[src/rtl/elevator_pkg.sv]
// -----------------------------------------------------------------------------
// elevator_pkg
//   Shared definitions for the elevator front end.
//   - N_FLOORS             : number of call buttons / floors served
//   - DEBOUNCE_CYCLES_DEF  : default debounce window (10 ms at 50 MHz)
//   - deb_state_e          : per-button debounce FSM encoding
//   - cnt_width()          : debounce counter width, never narrower than 1 bit
// -----------------------------------------------------------------------------
package elevator_pkg;

  localparam int N_FLOORS            = 3;
  localparam int DEBOUNCE_CYCLES_DEF = 500000;

  typedef enum logic [1:0] {
    REL    = 2'd0,  // debounced released
    WAIT_P = 2'd1,  // sampled pressed, waiting for it to be stable
    PRS    = 2'd2,  // debounced pressed
    WAIT_R = 2'd3   // sampled released, waiting for it to be stable
  } deb_state_e;

  // The counter only has to reach DEBOUNCE_CYCLES-1, so $clog2 of the
  // window is enough; clamp to 1 bit so a window of 1 or 2 still elaborates.
  function automatic int cnt_width(input int n);
    int w;
    w = $clog2(n);
    return (w < 1) ? 1 : w;
  endfunction

endpackage

[src/rtl/button_debounce.sv]
// -----------------------------------------------------------------------------
// button_debounce
//   Conditions one raw push button: polarity normalisation, 2-flop
//   synchronizer, 4-state debounce FSM with a stability counter, and a
//   single-cycle press indication.
//
// Ports
//   clk_50       in   board clock, rising edge
//   rst_n        in   asynchronous active-low reset
//   raw          in   raw button pin, asynchronous to clk_50
//   level        out  debounced level, 1 = pressed
//   press_strobe out  high for the one cycle in which the FSM accepts a press
//                     (combinational: the state register and any downstream
//                     register capture the press on the same edge)
// -----------------------------------------------------------------------------
module button_debounce
  import elevator_pkg::*;
#(
  parameter int   DEBOUNCE_CYCLES = DEBOUNCE_CYCLES_DEF,
  parameter logic BTN_ACTIVE_LOW  = 1'b1
) (
  input  logic clk_50,
  input  logic rst_n,
  input  logic raw,
  output logic level,
  output logic press_strobe
);

  localparam int            CW       = cnt_width(DEBOUNCE_CYCLES);
  localparam logic [CW-1:0] CNT_LAST = CW'(DEBOUNCE_CYCLES - 1);
  localparam logic [CW-1:0] CNT_ONE  = CW'(1);

  logic          w_norm;
  logic          r_sync1;
  logic          r_sync2;
  deb_state_e    r_state;
  deb_state_e    w_state_nxt;
  logic [CW-1:0] r_cnt;
  logic [CW-1:0] w_cnt_nxt;
  logic          w_strobe;

  // After this XOR, 1 always means pressed.
  assign w_norm = raw ^ BTN_ACTIVE_LOW;

  // Synchronizer flops reset to the normalised released level (0).
  always_ff @(posedge clk_50 or negedge rst_n) begin
    if (!rst_n) begin
      r_sync1 <= 1'b0;
      r_sync2 <= 1'b0;
    end else begin
      r_sync1 <= w_norm;
      r_sync2 <= r_sync1;
    end
  end

  always_ff @(posedge clk_50 or negedge rst_n) begin
    if (!rst_n) begin
      r_state <= REL;
      r_cnt   <= '0;
    end else begin
      r_state <= w_state_nxt;
      r_cnt   <= w_cnt_nxt;
    end
  end

  always_comb begin
    w_state_nxt = r_state;
    w_cnt_nxt   = r_cnt;
    w_strobe    = 1'b0;
    case (r_state)
      REL: begin
        if (r_sync2) begin
          w_state_nxt = WAIT_P;
          w_cnt_nxt   = CNT_ONE;
        end
      end
      WAIT_P: begin
        if (!r_sync2) begin
          w_state_nxt = REL;
          w_cnt_nxt   = '0;
        end else if (r_cnt == CNT_LAST) begin
          w_state_nxt = PRS;
          w_cnt_nxt   = '0;
          w_strobe    = 1'b1;
        end else begin
          w_cnt_nxt = r_cnt + CNT_ONE;
        end
      end
      PRS: begin
        if (!r_sync2) begin
          w_state_nxt = WAIT_R;
          w_cnt_nxt   = CNT_ONE;
        end
      end
      WAIT_R: begin
        if (r_sync2) begin
          w_state_nxt = PRS;
          w_cnt_nxt   = '0;
        end else if (r_cnt == CNT_LAST) begin
          w_state_nxt = REL;
          w_cnt_nxt   = '0;
        end else begin
          w_cnt_nxt = r_cnt + CNT_ONE;
        end
      end
      default: begin
        w_state_nxt = REL;
        w_cnt_nxt   = '0;
      end
    endcase
  end

  // WAIT_R still counts as pressed: the level only drops once the release
  // itself has been debounced.
  assign level        = (r_state == PRS) || (r_state == WAIT_R);
  assign press_strobe = w_strobe;

endmodule

[src/rtl/call_request_latch.sv]
// -----------------------------------------------------------------------------
// call_request_latch
//   Front end of the elevator: debounces the three floor-call buttons and
//   keeps one sticky pending request per floor. A request is cleared when the
//   car stands at that floor with the door open; the clear wins over a press
//   arriving in the same cycle.
//
// Ports
//   clk_50            in   board clock, rising edge
//   rst_n             in   asynchronous active-low reset
//   btn1..btn3        in   raw call buttons (asynchronous)
//   floor1..floor3    in   car-at-floor flags from the movement FSM
//   door              in   door-open flag from the movement FSM
//   req1..req3        out  pending call per floor (drive led1..led3)
//   req_any           out  registered OR of req1..req3
//   pressed[2:0]      out  one-cycle strobe per accepted press, bit i = floor i+1
// -----------------------------------------------------------------------------
module call_request_latch
  import elevator_pkg::*;
#(
  parameter int   DEBOUNCE_CYCLES = DEBOUNCE_CYCLES_DEF,
  parameter logic BTN_ACTIVE_LOW  = 1'b1
) (
  input  logic       clk_50,
  input  logic       rst_n,
  input  logic       btn1,
  input  logic       btn2,
  input  logic       btn3,
  input  logic       floor1,
  input  logic       floor2,
  input  logic       floor3,
  input  logic       door,
  output logic       req1,
  output logic       req2,
  output logic       req3,
  output logic       req_any,
  output logic [2:0] pressed
);

  logic [N_FLOORS-1:0] w_raw;
  logic [N_FLOORS-1:0] w_floor;
  logic [N_FLOORS-1:0] w_strobe;
  logic [N_FLOORS-1:0] w_clr;
  logic [N_FLOORS-1:0] w_req_nxt;
  logic [N_FLOORS-1:0] r_req;
  logic                r_req_any;
  logic [N_FLOORS-1:0] r_pressed;

  assign w_raw   = {btn3, btn2, btn1};
  assign w_floor = {floor3, floor2, floor1};

  for (genvar g = 0; g < N_FLOORS; g++) begin : g_btn
    // The debounced level is not needed here; only the press event matters.
    button_debounce #(
      .DEBOUNCE_CYCLES (DEBOUNCE_CYCLES),
      .BTN_ACTIVE_LOW  (BTN_ACTIVE_LOW)
    ) u_deb (
      .clk_50       (clk_50),
      .rst_n        (rst_n),
      .raw          (w_raw[g]),
      .level        (),
      .press_strobe (w_strobe[g])
    );
  end

  // Clear has priority, so a press at the floor the car is standing at with
  // the door open is dropped rather than re-lighting the LED.
  always_comb begin
    w_clr     = w_floor & {N_FLOORS{door}};
    w_req_nxt = ~w_clr & (r_req | w_strobe);
  end

  // req_any is taken from the next-state vector so it moves on the same edge
  // as the individual requests instead of one cycle later.
  always_ff @(posedge clk_50 or negedge rst_n) begin
    if (!rst_n) begin
      r_req     <= '0;
      r_req_any <= 1'b0;
      r_pressed <= '0;
    end else begin
      r_req     <= w_req_nxt;
      r_req_any <= |w_req_nxt;
      r_pressed <= w_strobe;
    end
  end

  assign req1    = r_req[0];
  assign req2    = r_req[1];
  assign req3    = r_req[2];
  assign req_any = r_req_any;
  assign pressed = r_pressed;

endmodule
[config.mk]
export PLATFORM = sky130hd
export DESIGN_NAME = call_request_latch
export DESIGN_NICKNAME = d
export VERILOG_FILES = /design/src/rtl/elevator_pkg.sv /design/src/rtl/button_debounce.sv /design/src/rtl/call_request_latch.sv
export SDC_FILE = /design/constraint.sdc
export NUM_CORES = 1
export LEC_CHECK = 0
export ABC_AREA = 1
export CORE_ASPECT_RATIO = 1.2
export CORE_MARGIN = 3
export CORE_UTILIZATION = 55
export CTS_CLUSTER_DIAMETER = 150
export CTS_CLUSTER_SIZE = 40
export DETAILED_ROUTE_END_ITERATION = 12
export PLACE_DENSITY = 0.84
export SYNTH_ARGS = -nofsm -noshare
export SYNTH_HDL_FRONTEND = slang
export SYNTH_SLANG_ARGS = --single-unit
[constraint.sdc]
create_clock -name clk_50 -period 1.7 [get_ports clk_50]
set_clock_uncertainty 0.2 [all_clocks]
set_input_delay 0.34 -clock clk_50 [delete_from_list [all_inputs] [get_ports clk_50]]
set_output_delay 0.34 -clock clk_50 [all_outputs]
set_load 0.02 [all_outputs]
=== Yosys cells after proc, flatten, opt, wreduce, memory -nomap -nowiden ===
Cells that the tools add are included.

* Output and inout bits: 7
* Word-level logic and storage cells: 107
* Bits in registers: 76
* Bits of input ports: 9

* Bitwise operators: 7
* Add/subtract/negate cells: 3
* Reductions and logical operators: 10
* Multiplexer cells: 48
* Equal/unequal tests: 24

{| class="wikitable"
|+ Operators by type and width
! cell !! count
|-
| 19-bit 2-to-1 mux || 15
|-
| 19-bit one-hot mux with 4 select lines || 3
|-
| 19-bit by 1-bit adder with 19-bit output (second input constant) || 3
|-
| 19-bit == test (second input constant) || 3
|-
| 2-bit 2-to-1 mux || 18
|-
| 2-bit one-hot mux with 4 select lines || 3
|-
| 2-bit == test (second input constant) || 6
|-
| 4-bit AND reduction || 3
|-
| 1-bit 2-to-1 mux || 9
|-
| 3-bit by 1-bit != test with 1-bit output (second input constant) || 3
|-
| 3-bit != test (second input constant) || 3
|-
| 3-bit bitwise AND || 2
|-
| 2-bit by 1-bit == test with 1-bit output (second input constant) || 3
|-
| 2-bit zero test || 3
|-
| 2-bit by 1-bit != test with 1-bit output (second input constant) || 3
|-
| 2-bit != test (second input constant) || 3
|-
| 2-bit AND reduction || 3
|-
| 1-bit NOT || 3
|-
| 3-bit NOT || 1
|-
| 3-bit OR || 1
|-
| 3-bit OR reduction || 1
|}

=== Longest topological paths before layout ===
* Depth after elaboration: 7
* Gate-level depth with buffers: 10

=== Modules after synthesis ===
Synthesis repeated with hierarchy kept, for this count alone.

* Cell total of the unflattened synthesis: 632
* Area, all modules: 4509.3 µm²

{| class="wikitable"
|+ Modules (own cells, without submodules)
! module !! instances !! area each (µm²) !! cells an instance
|-
| button_debounce (g_btn[1].u_deb) || 1 || 1472.7 || 218
|-
| button_debounce (g_btn[0].u_deb) || 1 || 1426.4 || 204
|-
| button_debounce (g_btn[2].u_deb) || 1 || 1392.6 || 193
|-
| call_request_latch || 1 || 217.7 || 17
|}

=== Worst setup path before layout ===
No wires, ideal clock.

* Path type: register to register
* Start: reg g_btn[1].u_deb.r_cnt[0]
* End: reg g_btn[1].u_deb.r_cnt[6]
* Buffers on the path: 0
* Stages on the path, launching flop included: 7
* Path slack: 49 ps
* Clock period less this slack: 1651 ps
* Data required time: 1373 ps
* Library setup time: 127 ps
* Arrival: 1324 ps
* Cell sequence: dfrtp_1 > ha_1 > nand2_2 > nor2_4 > nand4_1 > nand2_2 > o21ai_0

* Cells in the longest elaborated chain, start to end: 4
* Elaborated cells on any way between the ends: 6

{| class="wikitable"
|+ RTL lines
! what !! line !! text
|-
| start: declaration || button_debounce.sv:38 || <nowiki>logic [CW-1:0] r_cnt;</nowiki>
|-
| start signal: assignment || button_debounce.sv:62 || <nowiki>r_cnt <= w_cnt_nxt;</nowiki>
|-
| 19-bit by 1-bit adder with 19-bit output / 19-bit == test (equally long branches) || n/a ||
|-
| 19-bit 2-to-1 mux (*) || button_debounce.sv:81, button_debounce.sv:99 ||
|-
| 19-bit 2-to-1 mux, on equally long branches || button_debounce.sv:96, button_debounce.sv:78 ||
|-
| 19-bit one-hot mux with 4 select lines (*) || button_debounce.sv:70 || <nowiki>case (r_state)</nowiki>
|}

Every way passes the cells marked *; elsewhere a longest branch is shown, timed or not.
A chain may end at the register's enable or synchronous reset.

=== Worst setup path after layout ===
* Start: reg g_btn[2].u_deb.r_cnt[1]
* End: reg g_btn[2].u_deb.r_cnt[14]

* Cells in the longest elaborated chain, start to end: 4
* Elaborated cells on any way between the ends: 6

{| class="wikitable"
|+ RTL lines
! what !! line
|-
| start: declaration || button_debounce.sv:38
|-
| start signal: assignment || button_debounce.sv:62
|-
| 19-bit by 1-bit adder with 19-bit output / 19-bit == test (equally long branches) || n/a
|-
| 19-bit 2-to-1 mux (*) || button_debounce.sv:81, button_debounce.sv:99
|-
| 19-bit 2-to-1 mux, on equally long branches || button_debounce.sv:96, button_debounce.sv:78
|-
| 19-bit one-hot mux with 4 select lines (*) || button_debounce.sv:70
|}

Marked as above.

==> impl_metrics.csv <==
group,metric,value,unit
status,run_status,"finished, violations left",
status,violated_checks,"setup timing",
power_and_ir_drop,total_power,4.75,mW
die,top_level_ports,16,
setup_path,crit_arrival,1.85,ns
placement,place.port_buffers,15,
route,initialDrtViolationCount,440,
synth,syn-mean-instance-area,7.44,um2
timing,timing.final.crit_share,106,%
timing,max_freq,0.557,GHz
finish,finish.cell_count_without_fillers,770,
placement,dpl-instance-area,0.00489,mm2
setup_path,setup.worst_path.end_class,"register",
setup_path,reg2reg_to,"g_btn[2].u_deb.r_cnt[14]",
placement,place_worst_setup_slack,-0.0368,ns
placement,placed_cells_incl_taps,725,
clock_network,cts_sinks,76,
power_and_ir_drop,worst_ir_drop_vdd,0.590,mV
timing,worst_pin_slew,0.405,ns
die,die-height,103,um
synth,synth.cell_area,0.00432,mm2
synth,syn-instance-count,581,
power_and_ir_drop,p_sw_share,32.8,%
synth,synth_nets,593,
synth,share_of_flip_flops_with_an_asynchronous_set_or_reset_after_synthesis,100,%
route,dr.pass1.iters,6,
grt,wire_length_of_the_first_global_routing_pass,18400,um
synth,synth_largest_area_cell,"dfrtp_1",
die,die_w,86.9,um
timing,rsz0062_at_grt,"yes",
setup_path,worstPathMaxFanout,6,
power_and_ir_drop,seqPwrFrac,42.9,%
timing,timing.final.ws_setup,-0.0959,ns
route,drc_errors,0,
power_and_ir_drop,power_leakage,2.65,nW
timing,finalSetupViolCount,23,
finish,final_cell_mix,"nand2_1, inv_1, dfrtp_1",
power_and_ir_drop,power_frac_comb,24.7,%
synth,synth_top_cells_by_area,"dfrtp_1, nand2_1, inv_1, nand3_1, nor2_1",
clock_network,cts_htree_levels,3,
die,fp.coreArea,0.00744,mm2
synth,synth-seq-cells,76,
route,routed_wire_length_per_instance,16.3,um
route,drtAntennaViolNets,0,
setup_path,worst_setup_path_start_kind,"register",
die,design.die.area,0.00896,mm2
setup_path,ff2ff_path_depth,8,
setup_path,critPathKind,"register to register",
synth,synth.lib_cells_used.distinct,33,
grt,groute.usage.overall,25.8,%
timing,report.final.hold_viol_count,0,
clock_network,cts_inserted_buffers,9,
clock_network,path_clk_slew,0.09,ns
finish,leading_cell_type_in_the_layout_fill_and_taps_excluded,"nand2_1",
setup_path,startpoint_of_the_worst_slack_reg_to_reg_timing_path,"g_btn[2].u_deb.r_cnt[1]",
finish,area_delta_synth_final,30.6,%
finish,number_of_fill_cells_in_the_layout,457,
finish,insertedDiodeCount,0,
grt,vias_in_the_first_global_route,4123,
finish,design_area,0.00564,mm2
placement,globalplace.congestion,0.974,
timing,final_count_of_pins_violating_max_slew,0,
timing,worst_hold_slack,0.157,ns
die,start_util,58.1,%
finish,layout_net_count,687,
finish,post_route_cells_drive_above_1_share,27.4,%
route,vias_per_cell,5.87,
setup_path,worst-endpoint-required,1.75,ns
power_and_ir_drop,clkPwrFrac,32.4,%
route,dr_total_vias,4523,
power_and_ir_drop,internal-power,3.19,mW
setup_path,worstSetupEndpoint,"g_btn[2].u_deb.r_cnt[14]",
placement,detailed_place_hpwl,7460,um
synth,ys_seq_area_share,44.0,%
synth,synth_ff_type,"dfrtp_1",
clock_network,clock_tree_from_tritoncts,"built",
timing,final.min_clock_period,1.80,ns
grt,globalRouteOverflowTotal,0,
synth,synth_top_area_share,44.0,%
grt,pin_count_of_the_biggest_net_entering_global_routing,39,
die,core.rowCount,34,
timing,timing.slew.headroom,73.0,%
grt,antenna_found_initial,0,
power_and_ir_drop,power-per-cell-area,842,mW/mm2
clock_network,clockBufferDepth,2,
power_and_ir_drop,switching_power,1.56,mW
setup_path,worstSetupStartpoint,"g_btn[2].u_deb.r_cnt[1]",
clock_network,cts_root_buffer,"clkbuf_8",
synth,synth_enable_flop_cells,0,
synth,synth_warnings,0,
job,maxCapViolCount,0,
route,route.final.wire_length,12600,um
setup_path,reg2reg_slack,-0.1,ns
clock_network,clkLatencyLatePin,0.37,ns
min_path,hp-class,"register to register",
==> metrics by stage <==
step / utilization [%] / TNS (ns)
after global routing: 75.8 / -3.45
final: 75.8 / -0.768
after floorplan: - / 0
after global placement: 65.7 / 0
after detailed placement: 65.7 / -0.414
after CTS: 69.4 / 0
==> layer usage <==
| layer | track usage [%] | routed length [um] | part of all wire [%] |
|---|---|---|---|
| met1 | 32.1 | 4820 | 38 |
| met5 | 0 | 0 | 0 |
| met3 | 5.44 | 904 | 7.2 |
| met2 | 43.9 | 6460 | 51 |
| met4 | 10.2 | 386 | 3.1 |
==> kinds of logic (layout without fill, tap and decap cells) <==
logic type / after synthesis / count (layout) / share of synthesized area (%)
AND/OR/NAND/NOR: 323 / 324 / 34.2
buffers and inverters: 97 / 195 / 9.00
flip-flops: 76 / 76 / 44.0
AO/OA/AOI/OAI: 66 / 66 / 8.69
XOR/XNOR: 16 / 16 / 3.24
adder cells (fa/ha/maj): 3 / 3 / 0.869
==> synth_stat cells (4+ instances only) <==
cell type,number
nand2_1,158
inv_1,85
dfrtp_1,76
nand3_1,54
nor2_1,49
nand4_1,24
o21ai_0,21
o22ai_1,18
xor2_1,13
nor3_1,12
a21oi_1,10
nor2_4,8
o21ai_1,8
nor2_2,6
inv_2,5
nand2_2,4
nand3_2,4
==> power by group through the flow <==
stage                     sequential [mW]  combinational (mW)  clock, mW
after global routing                 2.05                1.26       1.62
after CTS                            2.02               0.928       1.54
final                                2.04                1.17       1.54
after detailed placement             2.05               0.873          0
after global placement               2.04               0.832          0
after floorplan                      2.02               0.515          0
==> sequential cells by signal, summed over array words and instances (netlist names), named ones only <==
name                 count
g_btn.u_deb.r_cnt       57
g_btn.u_deb.r_state      3
g_btn.u_deb.r_sync1      3
g_btn.u_deb.r_sync2      3
pressed                  3
r_req                    3
req_any                  1
==> worst max-delay path, stage by stage (launching register included) <==
cell     delay [ns]
dfrtp_1        0.40
ha_2           0.21
nand2_2        0.08
nor2_4         0.22
nand3_4        0.13
nor2_4         0.17
nand4_1        0.10
nand3_1        0.10
nand2_1        0.06
==> worst min-delay path by stage <==
stage                                 startpoint                  endpoint  slack, ns  cells past startpoint
after detailed placement                   rst_n  g_btn[2].u_deb.r_cnt[17]        0.1                      1
final                     g_btn[1].u_deb.r_sync1    g_btn[1].u_deb.r_sync2       0.16                      0
after floorplan                            rst_n                 async pin      -0.16                      0
after CTS                 g_btn[1].u_deb.r_sync1    g_btn[1].u_deb.r_sync2       0.16                      0
after global routing      g_btn[1].u_deb.r_sync1    g_btn[1].u_deb.r_sync2       0.17                      0
after global placement                     rst_n  g_btn[2].u_deb.r_cnt[17]       0.09                      1
==> cell type report <==
type                            count  area (um2)  area share, %
Multi-Input combinational cell    409        2320           41.1
Sequential cell                    76        1910           33.9
Timing Repair Buffer               89         739           13.1
Inverter                           90         345           6.12
Clock buffer                       10         128           2.26
Tap cell                           90         113           2.00
Clock inverter                      6        87.6           1.55
==> repair_timing <==
item,CTS,global route
setup buffers,2,24
hold buffers,1,0
setup endpoints to repair,37,62
pin swaps,5,30
resized for setup,16,88
gates cloned,2,0
hold endpoints to repair,27,0
Power figures use the tool's default switching activity.
